[src/rtl/core_config_loader_if.sv]
// Configuration loader bus bundle.
// Carries the incoming configuration byte stream and the instruction-memory
// write port, plus the load status levels.
//   rx_valid / rx_data       : byte stream into the loader
//   imem_we/addr/wdata       : one-cycle word writes into instruction memory
//   config_done/config_error : load status back to the power/reset FSM
// Modports: master = stream source / status sink, slave = the loader.
interface core_config_loader_if #(
   parameter int ADDR_W = 10
);
   logic              rx_valid;
   logic [7:0]        rx_data;
   logic              imem_we;
   logic [ADDR_W-1:0] imem_addr;
   logic [31:0]       imem_wdata;
   logic              config_done;
   logic              config_error;

   modport master (
      output rx_valid, rx_data,
      input  imem_we, imem_addr, imem_wdata, config_done, config_error
   );

   modport slave (
      input  rx_valid, rx_data,
      output imem_we, imem_addr, imem_wdata, config_done, config_error
   );
endinterface

[src/rtl/core_config_loader.sv]
// Core configuration loader.
// While core_reset_n is low, parses a byte stream of the form
// {count[7:0], count[15:8], count x 4-byte little-endian words} and writes
// each word into instruction memory at consecutive word addresses.
// Ports:
//   clk          : clock, rising edge
//   rst_n        : asynchronous active-low reset
//   core_reset_n : low requests a configuration load, high aborts/acknowledges
//   bus          : stream in, imem write port and status out (slave modport)
//
// state  | meaning
// IDLE   | waiting for core_reset_n low, outputs low
// LEN_LO | waiting for word count low byte
// LEN_HI | waiting for word count high byte, range-checks the count
// DATA   | assembling words and writing them
// DONE   | load complete, config_done high until core_reset_n high
// ERR    | count exceeded DEPTH, config_error high until core_reset_n high
module core_config_loader #(
   parameter int ADDR_W = 10,
   parameter int DEPTH  = 1024
) (
   input logic                 clk,
   input logic                 rst_n,
   input logic                 core_reset_n,
   core_config_loader_if.slave bus
);

   typedef enum logic [2:0] {IDLE, LEN_LO, LEN_HI, DATA, DONE, ERR} state_t;

   localparam logic [16:0] DEPTH_L = 17'(DEPTH);

   state_t            state_q, state_d;
   logic [15:0]       count_q;
   logic [15:0]       word_idx_q;
   logic [1:0]        byte_idx_q;
   logic [23:0]       asm_q;
   logic              we_q;
   logic [ADDR_W-1:0] addr_q;
   logic [31:0]       wdata_q;
   logic [15:0]       full_count;
   logic              byte_take;

   assign full_count = {bus.rx_data, count_q[7:0]};

   always_ff @(posedge clk or negedge rst_n) begin
      if (!rst_n) state_q <= IDLE;
      else        state_q <= state_d;
   end

   always_comb begin
      state_d = state_q;
      case (state_q)
         IDLE:   if (!core_reset_n) state_d = LEN_LO;
         LEN_LO: begin
            if (core_reset_n)       state_d = IDLE;
            else if (bus.rx_valid)  state_d = LEN_HI;
         end
         LEN_HI: begin
            if (core_reset_n)                     state_d = IDLE;
            else if (bus.rx_valid) begin
               if (full_count == 16'd0)           state_d = DONE;
               else if ({1'b0, full_count} > DEPTH_L) state_d = ERR;
               else                               state_d = DATA;
            end
         end
         // Leave DATA on the edge that retires the final write strobe;
         // word_idx_q already points one past the last word written.
         DATA: begin
            if (core_reset_n)                         state_d = IDLE;
            else if (we_q && (word_idx_q == count_q)) state_d = DONE;
         end
         DONE:   if (core_reset_n) state_d = IDLE;
         ERR:    if (core_reset_n) state_d = IDLE;
         default: state_d = IDLE;
      endcase
   end

   // A byte is consumed only while staying in DATA, so an abort or the
   // final-write exit discards it along with any partial word.
   assign byte_take = (state_q == DATA) && (state_d == DATA) && bus.rx_valid;

   always_ff @(posedge clk or negedge rst_n) begin
      if (!rst_n) begin
         count_q    <= '0;
         word_idx_q <= '0;
         byte_idx_q <= '0;
         asm_q      <= '0;
         we_q       <= 1'b0;
         addr_q     <= '0;
         wdata_q    <= '0;
      end else begin
         we_q    <= 1'b0;
         addr_q  <= '0;
         wdata_q <= '0;
         if (state_q == LEN_LO && !core_reset_n && bus.rx_valid)
            count_q[7:0] <= bus.rx_data;
         if (state_q == LEN_HI && !core_reset_n && bus.rx_valid) begin
            count_q[15:8] <= bus.rx_data;
            word_idx_q    <= '0;
            byte_idx_q    <= '0;
            asm_q         <= '0;
         end
         if (byte_take) begin
            byte_idx_q <= byte_idx_q + 2'd1;
            case (byte_idx_q)
               2'd0: asm_q[7:0]   <= bus.rx_data;
               2'd1: asm_q[15:8]  <= bus.rx_data;
               2'd2: asm_q[23:16] <= bus.rx_data;
               default: begin
                  we_q       <= 1'b1;
                  addr_q     <= word_idx_q[ADDR_W-1:0];
                  wdata_q    <= {bus.rx_data, asm_q};
                  word_idx_q <= word_idx_q + 16'd1;
               end
            endcase
         end
      end
   end

   assign bus.imem_we      = we_q;
   assign bus.imem_addr    = addr_q;
   assign bus.imem_wdata   = wdata_q;
   assign bus.config_done  = (state_q == DONE);
   assign bus.config_error = (state_q == ERR);

endmodule
[src/flat_wrapper.sv]
// flat-port wrapper written by rule: the top's interface ports become plain ports
module core_config_loader_flat 
#(
   parameter int ADDR_W = 10,
   parameter int DEPTH  = 1024
)
  (clk, rst_n, core_reset_n, bus_rx_valid, bus_rx_data, bus_imem_we, bus_imem_addr, bus_imem_wdata, bus_config_done, bus_config_error);
  core_config_loader_if #(.ADDR_W(ADDR_W)) bus_i ();
  input logic clk;
  input logic rst_n;
  input logic core_reset_n;
  input wire logic [$bits(bus_i.rx_valid)-1:0] bus_rx_valid;
  input wire logic [$bits(bus_i.rx_data)-1:0] bus_rx_data;
  output wire logic [$bits(bus_i.imem_we)-1:0] bus_imem_we;
  output wire logic [$bits(bus_i.imem_addr)-1:0] bus_imem_addr;
  output wire logic [$bits(bus_i.imem_wdata)-1:0] bus_imem_wdata;
  output wire logic [$bits(bus_i.config_done)-1:0] bus_config_done;
  output wire logic [$bits(bus_i.config_error)-1:0] bus_config_error;
  assign bus_i.rx_valid = bus_rx_valid;
  assign bus_i.rx_data = bus_rx_data;
  assign bus_imem_we = bus_i.imem_we;
  assign bus_imem_addr = bus_i.imem_addr;
  assign bus_imem_wdata = bus_i.imem_wdata;
  assign bus_config_done = bus_i.config_done;
  assign bus_config_error = bus_i.config_error;
  core_config_loader #(.ADDR_W(ADDR_W), .DEPTH(DEPTH)) u_core (.clk(clk), .rst_n(rst_n), .core_reset_n(core_reset_n), .bus(bus_i));
endmodule
[config.mk]
export PLATFORM = sky130hd
export DESIGN_NAME = core_config_loader_flat
export DESIGN_NICKNAME = d
export VERILOG_FILES = /design/src/rtl/core_config_loader_if.sv /design/src/rtl/core_config_loader.sv /design/src/flat_wrapper.sv
export SDC_FILE = /design/constraint.sdc
export NUM_CORES = 1
export LEC_CHECK = 0
export CORE_MARGIN = 2
export CORE_UTILIZATION = 40
export DETAILED_ROUTE_END_ITERATION = 10
export PLACE_DENSITY_LB_ADDON = 0.1
export RECOVER_POWER = 100
export SYNTH_ARGS = -nofsm -noshare
export SYNTH_HDL_FRONTEND = slang
export SYNTH_SLANG_ARGS = --single-unit
[constraint.sdc]
create_clock -name clk -period 3.4 [get_ports clk]
set_clock_uncertainty 0.05 [all_clocks]
set_input_delay 0.34 -clock clk [delete_from_list [all_inputs] [get_ports clk]]
set_output_delay 0.34 -clock clk [all_outputs]
set_load 0.03 [all_outputs]
# After elaboration in Yosys (flattened, before gate mapping)
# Cells that the tools add are included.
[word_totals]
ff_bits = 104
memories = 0
mem_bits_ro = 0
mem_bits_rw = 0
latch_bits = 0
elab_cells = 62
[classes]
n_bitwise = 0
order_cmp = 1
div = 0
muxes = 27
n_eq_ne = 9
add_sub_neg = 2
n_reduce_logical = 14
shifts = 0
n_mul = 0
[ops]
columns = ["operator", "n"]
rows = [
  ["$mux W32", 2],
  ["$mux W16", 3],
  ["$mux W24", 2],
  ["$mux W3", 10],
  ["$mux W8", 3],
  ["$mux W10", 2],
  ["$add A16 B1 Y16 const B", 1],
  ["$eq A16 B16 Y1", 1],
  ["$gt A16 B11 Y1 const B", 1],
  ["$logic_not A16 Y1", 1],
  ["$pmux W3 S5", 1],
  ["$eq A3 B2 Y1 const B", 3],
  ["$logic_and A1 B1 Y1", 7],
  ["$eq A3 B3 Y1 const B", 2],
  ["$mux W2", 2],
  ["$eq A3 B1 Y1 const B", 1],
  ["$logic_not A3 Y1", 1],
  ["$reduce_or A3 Y1", 1],
  ["$add A2 B1 Y2 const B", 1],
  ["$eq A2 B1 Y1 const B", 1],
  ["$eq A2 B2 Y1 const B", 1],
  ["$logic_not A2 Y1", 1],
  ["$mux W1", 2],
  ["$reduce_bool A2 Y1", 1],
  ["other kinds (2)", 2],
]

# Logic depth before layout (Yosys ltp)
# Gate-level depths: netlist of run 1.
[depth]
ltp_word = 10
mapped_depth = 7
ltp_nobuf = 6

# Least setup slack after synthesis of run 1
# Ideal clock, no wire load.
[synth_path]
path_kind = "reg-to-reg"
from = "register u_core.word_idx_q[3]"
to = "register u_core.asm_q[16]"
setup_time_ps = 80
synth_period_minus_slack_ps = 2497
slack_ps = 903
stages_incl_launch_ff = 8
arrival_time_ps = 2367
path_cell_list = "dfrtp_1 -> buf_6 -> xor2_2 -> or4_4 -> or4_4 -> buf_6 -> o211ai_4 -> mux2i_1"
[synth_via]
elab_chain_cells = 9
[synth_lines]
columns = ["element", "line", "source"]
rows = [
  ["start: declaration", "core_config_loader.sv:34", "logic [15:0] word_idx_q;"],
  ["start signal: assignment", "core_config_loader.sv:113", "word_idx_q <= word_idx_q + 16'd1;"],
  ["$eq A16 B16 Y1", "core_config_loader.sv:70", "else if (we_q && (word_idx_q == count_q)) state_d = DONE;"],
  ["$logic_and A1 B1 Y1", "core_config_loader.sv:70", ""],
  ["$mux W3", "core_config_loader.sv:70", ""],
  ["$mux W3", "core_config_loader.sv:69", "if (core_reset_n) state_d = IDLE;"],
  ["$pmux W3 S5", "core_config_loader.sv:52", "case (state_q)"],
  ["$eq A3 B2 Y1", "core_config_loader.sv:80", "assign byte_take = (state_q == DATA) && (state_d == DATA) && bus.rx_valid;"],
  ["$logic_and A1 B1 Y1 (2 in series)", "core_config_loader.sv:80", ""],
  ["$mux W24", "core_config_loader.sv:103", "if (byte_take) begin"],
  ["end signal: assignment", "core_config_loader.sv:108", "2'd2: asm_q[23:16] <= bus.rx_data;"],
  ["end: declaration", "core_config_loader.sv:36", "logic [23:0] asm_q;"],
]
# Every way passes these cells.
# A chain may end at the register's enable or synchronous reset.

# Final worst setup path of run 1
[layout_path]
from = "register u_core.word_idx_q[3]"
to = "register u_core.asm_q[5]"
# Same word-level chain as after synthesis.

==> results.txt, run 1 <==
* Status: completed
* Type of destination of the critical path: flip-flop
- Via count of the first global-routing pass: 3152
- Largest net degree at the start of global routing: 56
- Hold/Removal Path Class: flip-flop to flip-flop
- Yosys warning total: 0
- Clock root cell: sky130_fd_sc_hd__clkbuf_16
- Leak Pwr: 0.002913 uW
- After routing the design area is 5535 sq um.
- The worst register-to-register path has a depth of 5.
- At the pin with the least slew margin, the transition time is 1.442 ns.
- CTS tree: built
- Post-synth top area share: 0.5746
- Number of standard cells after synthesis: 405
* Layout-stage area growth over the synthesis result: 22.21%
* Length of routed met3 wiring: 314 microns
- Along the worst path, the maximum fanout reaches 12.
- Of all cell types, the one taking the most synthesized area is sky130_fd_sc_hd__dfrtp_1.
- The final layout contains routed wiring with a total length of 9828 microns.
* DR pass1 iterations: 4
- Worst vdd ir: 214.6 uV
- Yosys instantiated no cell more often than sky130_fd_sc_hd__dfrtp_1.
- By count the netlist is led by sky130_fd_sc_hd__dfrtp_1, sky130_fd_sc_hd__nand2_1, sky130_fd_sc_hd__and2_1.
- The setup check on the worst reg-to-reg path leaves a slack of 0.53 ns.
- The number of nets handed over by synthesis was 422.
- In the final design database the tool counted 476 nets.
- The clock passes through at most 2 buffers.
* Mean Syn Cell Area: 11.18 sq um
* Hold Path End: u_core.bus.imem_wdata[1]$_DFF_PN0_
- DR DRC count: 0
* TritonCTS Sinks: 104
* Worst-path clk slew: 0.07 ns
- Met2 routed WL: 4476 microns
- STA classifies the critical path startpoint as a flip-flop.
- Wl on met1: 4836 microns
- Die Y: 110.4 microns
- Start of the worst register-to-register path: u_core.word_idx_q[3]$_DFF_PN0_
* Share of async-settable or async-resettable flops after synthesis: 1.000
- The critical path in this run is classified as flip-flop to flip-flop.
- The max-slew violation count was 0.
- Number of cells upsized or downsized after cts: 0
- After global routing the overflow that remains totals 0.
- In the post-synthesis netlist, the biggest area contributors are sky130_fd_sc_hd__dfrtp_1, sky130_fd_sc_hd__mux2i_1, sky130_fd_sc_hd__and2_1, sky130_fd_sc_hd__nand2_1, sky130_fd_sc_hd__o21ai_0.
- Total global routing track utilization: 0.1697
- Of the cells placed in the final design, the portion with a size suffix greater than 1 is 0.06695.
- The later pin in the worst-skew pair is clocked with a latency of 0.35 ns.
* Vias per std cell: 5.017
- For this run, the slowest stage of the critical path takes 0.82 ns.
- Leaving out filler cells and counting taps, the final layout contains 603.
- Routed signal wires occupy layers up through met4.
- Antenna diode count: 0
- Arrival @ worst endpoint: 3.09 ns
- Routed length per instance: 16.30 microns
- Setup violations remaining at the end of the flow were counted as 0.
* Smallest hold slack: 0.4251 ns
- Of the synthesized area, sequential elements account for 0.5746.
- H-tree level count: 3
- The die is 110.4 microns wide.
- Traced cell by cell, the critical path runs through xor2_2 > or4_4 > or4_1 > o211ai_4 > mux2i_1.
- The worst pin sits at a relative slew slack of 0.03848.
- Count of flip-flops with a built-in enable after synthesis: 0
* Total I/O pin count: 57
* RD Place Congestion: 0.8560
- Along the worst hold path, the cell count comes to 1.
- TritonCTS Buffers: 9
- Number of antenna violations at the first check in global routing: 0
- For the final routed database, the setup TNS stands at 0 ns.
* Endpoint of the worst-slack reg-to-reg timing path: u_core.asm_q[5]$_DFF_PN0_
- Of the available clock period, the critical path in the final layout requires 0.8446.
- Maximum Capacitance Violations: 0
- On the critical path, the stage with the largest delay is an instance of sky130_fd_sc_hd__or4_1.
- Number of cell rows: 38
* Count of antenna-violating nets left after detailed routing: 0
* Cell variety after synth: 38
* Count of input and output buffers: 56
- Total Die Area: 12190 sq um
- After synthesis the netlist holds a flip-flop and latch count of 104.
- For this run, the top clock speed supported by timing is 348.2 MHz.
- The startpoint identified for the worst hold timing path is u_core.asm_q[1]$_DFF_PN0_.
- Via count: 3025
* Post-synth top flop: sky130_fd_sc_hd__dfrtp_1
* Filler instances: 1037
* Post-layout minimum cycle time: 2.872 ns
* Pwr dens: 533.7 nW/um^2
* Initial cell density of the core: 0.4142
- Final hold vios: 0
- Total setup buffers inserted after CTS: 0
- The first global-routing pass estimated 16370 microns of wire.
- The number of placed instances, taps included, is 587.
* CP required: 3.62 ns
* Mapped Area: 4529 sq um
- Iteration-0 DRC count of the detailed router: 112
* Area of the core: 10940 sq um
- Once detailed placement completed, the half-perimeter wirelength came to 6746 microns.
* Area post-placement: 5238 sq um
- Setup repair after global routing left no endpoint under its margin.
[area by class of cell]
cell class	instances	area (sq um)	share of cell area
repair buffers	63	615.6	0.1112
flip-flops and latches	104	2603	0.4702
inverters	14	52.55	0.009494
clock buffers	10	239.0	0.04317
clock inverters	5	62.56	0.01130
multi-input cells	267	1788	0.3230
well taps	140	175.2	0.03165
[sequential cells by signal, summed over array words and instances (netlist names)]
signal                 count
u_core.word_idx_q         16
u_core.asm_q              24
u_core.bus.imem_wdata     32
u_core.state_q             3
u_core.bus.imem_addr      10
u_core.bus.imem_we         1
u_core.count_q            16
u_core.byte_idx_q          2
[stage by stage]
step,total power (uW),utilization,worst slack (ns)
after floorplan,1759,-,0.9028
after global placement,1908,0.4789,0.8311
after detailed placement,1923,0.4789,0.7813
after CTS,2986,0.5074,0.7732
after global routing,3097,0.5062,0.3731
final,2954,0.5062,0.5283
[layout by cell type, fill, tap and decap left out, types with 5 or more instances in the layout]
cell type / instances
sky130_fd_sc_hd__dfrtp_1: 104
sky130_fd_sc_hd__nand2_1: 63
sky130_fd_sc_hd__dlygate4sd3_1: 47
sky130_fd_sc_hd__mux2i_1: 40
sky130_fd_sc_hd__and2_1: 28
sky130_fd_sc_hd__o21ai_0: 22
sky130_fd_sc_hd__and2_0: 15
sky130_fd_sc_hd__inv_1: 14
sky130_fd_sc_hd__nor2_1: 12
sky130_fd_sc_hd__clkbuf_16: 9
sky130_fd_sc_hd__clkdlybuf4s50_1: 9
sky130_fd_sc_hd__xnor2_1: 8
sky130_fd_sc_hd__xor2_1: 8
sky130_fd_sc_hd__nand3_1: 6
sky130_fd_sc_hd__o211ai_1: 6
sky130_fd_sc_hd__nor4_1: 5
sky130_fd_sc_hd__ha_1: 5
[power breakdown]
group | total [uW] | internal (uW) | switching [uW]
Combinational | 438 | 169 | 269
Clock | 1060 | 592 | 464
Sequential | 1460 | 1350 | 106
Total | 2950 | 2120 | 839
[worst max-delay path, delay by kind of cell (launching register included)]
family	cells	cell delay (ns)
AO/OA/AOI/OAI	1	0.48
XOR/XNOR	1	0.19
multiplexers	1	0.25
flip-flops	1	0.48
AND/OR/NAND/NOR	2	1.34
[per-layer routing]
metal / GRT usage / vias up
met3: 0.02580 / 12
met4: 0.07500 / 0
met5: 0 / -
met1: 0.2418 / 1481
met2: 0.2577 / 55
li1: - / 1477
[logic make-up (layout without fill, tap and decap cells)]
family                   count (synthesis)  after routing  share of synthesized area
AND/OR/NAND/NOR                        159            159                     0.1826
flip-flops                             104            104                     0.5746
AO/OA/AOI/OAI                           46             46                    0.07431
multiplexers                            40             40                    0.08840
buffers and inverters                   34             92                    0.03177
XOR/XNOR                                17             17                    0.03453
adder cells (fa/ha/maj)                  5              5                    0.01381
[timing repair]
action / 4_1_cts / 5_1_grt
hold endpoints to repair: 41 / 0
hold buffers: 1 / 0
endpoints found under the setup margin: 0 / 0
[worst max path at each step]
stage,startpoint,depth (start not counted),to
5_1_grt,u_core.word_idx_q[1]$_DFF_PN0_,5,u_core.asm_q[5]$_DFF_PN0_
4_1_cts,u_core.word_idx_q[1]$_DFF_PN0_,5,u_core.asm_q[5]$_DFF_PN0_
3_3_place_gp,u_core.word_idx_q[3]$_DFF_PN0_,5,u_core.asm_q[18]$_DFF_PN0_
2_1_floorplan,u_core.word_idx_q[3]$_DFF_PN0_,7,u_core.asm_q[16]$_DFF_PN0_
6_report,u_core.word_idx_q[3]$_DFF_PN0_,5,u_core.asm_q[5]$_DFF_PN0_
3_5_place_dp,u_core.word_idx_q[1]$_DFF_PN0_,5,u_core.asm_q[5]$_DFF_PN0_
No activity file was read; power rests on OpenSTA's default activity.
==> run 2: changes to the inputs <==
clock period = 2.99 ns   (was 3.4 ns; I/O delays follow)
==> results.txt, run 2 (synthesized netlist as in run 1, its figures left out) <==
- Worst-path clk slew: 0.07 ns (about the same)
- The largest fanout on the critical path came to 39 (+27).
- The number of buffers added by the clock tree synthesis step is 9 (unchanged).
* Gate power share: 0.144 (-0.004)
- Maximum Capacitance Violations: 0 (unchanged)
* Number of cells upsized or downsized after cts: 0 (unchanged)
* Die Y: 110.4 microns (unchanged)
- Clk network pwr share: 0.375 (+0.018)
- The arrival time at the worst endpoint is 2.84 ns (-0.25 ns).
- The number of vias after detailed routing is 3074 (+1.6%).
- Switching power share of the total: 0.2797 (-0.004163)
* Max-slew headroom at the worst pin: 0.1737 (+0.1352)
* H-tree level count: 3 (unchanged)
- The non-filler instance count after layout is 606 (+0.50%).
- Initial cell density of the core: 0.4142 (unchanged)
- The register share of total power came to 0.482 (-0.012).
- The max-slew violation count came to 0 (unchanged).
- HPWL after detailed placement: 6893 microns (+2.2%)
- Smallest hold slack: 0.4240 ns (-0.001087 ns)
- The number of antenna repair diodes is 0 (unchanged).
- Post-layout minimum cycle time: 2.659 ns (-0.2124 ns)
- The number of DRC markers in iteration 0 was 156 (+39%).
- The leakage power total came to 0.002942 uW (+1.0%).
- The total grt overflow is 0 (unchanged).
* Total I/O pin count: 57 (unchanged)
- The initial antenna violation count is 0 (unchanged).
* Clock insertion delay at the later pin of the skew report: 0.35 ns (about the same)
- The worst setup path is captured at a flip-flop.
- Maximum clock path buffer count: 2 (unchanged)
- Internal: 2482 uW (+17%)
- The total routing resource utilization after global routing is 0.1708 (+0.001159).
* Status: completed
- The transition time at the pin with the least slew margin is 1.239 ns (-0.2028 ns).
* Flip-flop count of the largest register after layout: 32 (unchanged)
- Hold-fix buffers, CTS: 1 (unchanged)
- The final number of setup-violating endpoints was 0 (unchanged).
- The floorplan row count came to 38 (unchanged).
- The routed wirelength normalized by instance count came to 16.20 microns (-0.58%).
- Most common library cell in the layout ignoring fill and taps: sky130_fd_sc_hd__dfrtp_1
* Most frequent cells in the layout: sky130_fd_sc_hd__dfrtp_1, sky130_fd_sc_hd__nand2_1, sky130_fd_sc_hd__dlygate4sd3_1, sky130_fd_sc_hd__mux2i_1, sky130_fd_sc_hd__and2_1
- The horizontal extent of the die came to 110.4 microns (unchanged).
* Vias per std cell: 5.073 (+1.1%)
- TritonCTS Sinks: 104 (unchanged)
* Wire length after detailed routing: 9820 microns (about the same)
* Switching power: 963.5 uW (+15%)
- The number of nets in the layout is 478 (+0.42%).
- The post-CTS setup-driven buffer insertion count is 0 (unchanged).
- Instance count after placement with tap cells included: 589 (+0.34%)
- The cell sitting at the root of the clock tree is a sky130_fd_sc_hd__clkbuf_16.
- Pwr dens: 617.4 nW/um^2 (+16%)
* Unrepaired setup endpoints after global routing: false
- The worst setup path is launched from a flip-flop.
- The largest net degree at the start of global routing came to 49 (-13%).
* DR pass1 iterations: 4 (unchanged)
* Critical path start-end classification: flip-flop to flip-flop
* Post-route setup TNS: 0 ns (unchanged)
- Compared with the post-synthesis result, the final layout area differs by 23.20%.
* Count of input and output buffers: 56 (unchanged)
- The number of hold violations in the final report came to 0 (unchanged).
- Crit share post-route: 0.8894 (+0.04479)
* Count of antenna-violating nets left after detailed routing: 0 (unchanged)
- The worst-case vdd ir drop was 281.3 uV (+31%).
- Total Die Area: 12190 sq um (unchanged)
- TritonCTS built the clock tree.
* Via count of the first global-routing pass: 3194 (+1.3%)
- The DRC violation count after routing came to 0 (unchanged).
- RD Place Congestion: 0.8560 (unchanged)
* Share of layout cells above drive strength 1: 0.06867 (+0.001715)
- Highest clock frequency the design can meet: 376.0 MHz (+8.0%)
- The global-route wire length before repair is 16600 microns (+1.4%).
- CP required: 3.17 ns (-0.45 ns)
* Area of the core: 10940 sq um (unchanged)
- Hold/Removal Path Class: flip-flop to flip-flop
-- run 2: cell count changes in the layout (fill, tap and decap cells not counted), sizes merged --
cell	change
buf	+1
bufinv	+1
clkbuf	+1
clkinv	+1
clkinvlp	-2
inv	+1
-- run 2: path summary, 6_finish.rpt --
| check | start | end | slack, ns | cells past startpoint |
|---|---|---|---|---|
| min in group asynchronous | rst_n | u_core.bus.imem_wdata[11]$_DFF_PN0_ | 0.69 | 2 |
| min reg2reg | u_core.asm_q[8]$_DFF_PN0_ | u_core.bus.imem_wdata[8]$_DFF_PN0_ | 0.42 | 1 |
| max in group asynchronous | rst_n | u_core.count_q[8]$_DFFE_PN0P_ | 0.88 | 3 |
| min | u_core.asm_q[8]$_DFF_PN0_ | u_core.bus.imem_wdata[8]$_DFF_PN0_ | 0.42 | 1 |
| max | u_core.word_idx_q[1]$_DFF_PN0_ | u_core.bus.imem_wdata[23]$_DFF_PN0_ | 0.33 | 6 |
| max reg2reg | u_core.word_idx_q[1]$_DFF_PN0_ | u_core.bus.imem_wdata[23]$_DFF_PN0_ | 0.33 | 6 |
-- run 2: routing by layer --
layer,part of all wire,up-vias,track usage
li1,-,1488,-
met1,0.49,1520,0.2476
met2,0.46,55,0.2581
met3,0.031,11,0.02689
met4,0.017,0,0.06750
met5,0,-,0
-- run 2: power groups by stage --
stage	clock, uW	sequential (uW)	combinational (uW)
after floorplan	0	1650	352
after global placement	0	1680	489
after detailed placement	0	1690	502
after CTS	1320	1660	507
after global routing	1380	1680	573
final	1290	1660	494
-- run 2: area by class of cell --
class	count	area [sq um]
fillers	1022	5355
repair buffers	65	640.6
inverters	14	52.55
clock buffers	10	229.0
multi-input cells	267	1783
clock inverters	6	97.59
well taps	140	175.2
flip-flops and latches	104	2603
-- run 2: per-stage QoR --
step	utilization	cell area, sq um	power, uW	setup slack (ns)
finish	0.5103	5580	3445	0.3307
global route	0.5103	5580	3632	0.1744
floorplan	-	4529	2001	0.4928
global placement	0.4826	5278	2171	0.4345
CTS	0.5134	5614	3486	0.3633
detailed placement	0.4826	5278	2190	0.3655
-- run 2: worst max-delay path, cell delays in order (launching register included) --
cell and delay (ns):
sky130_fd_sc_hd__dfrtp_1 0.44, sky130_fd_sc_hd__xor2_1 0.19, sky130_fd_sc_hd__or4_1 0.54, sky130_fd_sc_hd__nor4_1 0.53, sky130_fd_sc_hd__a21oi_1 0.35, sky130_fd_sc_hd__buf_12 0.26
sky130_fd_sc_hd__and2_0 0.17
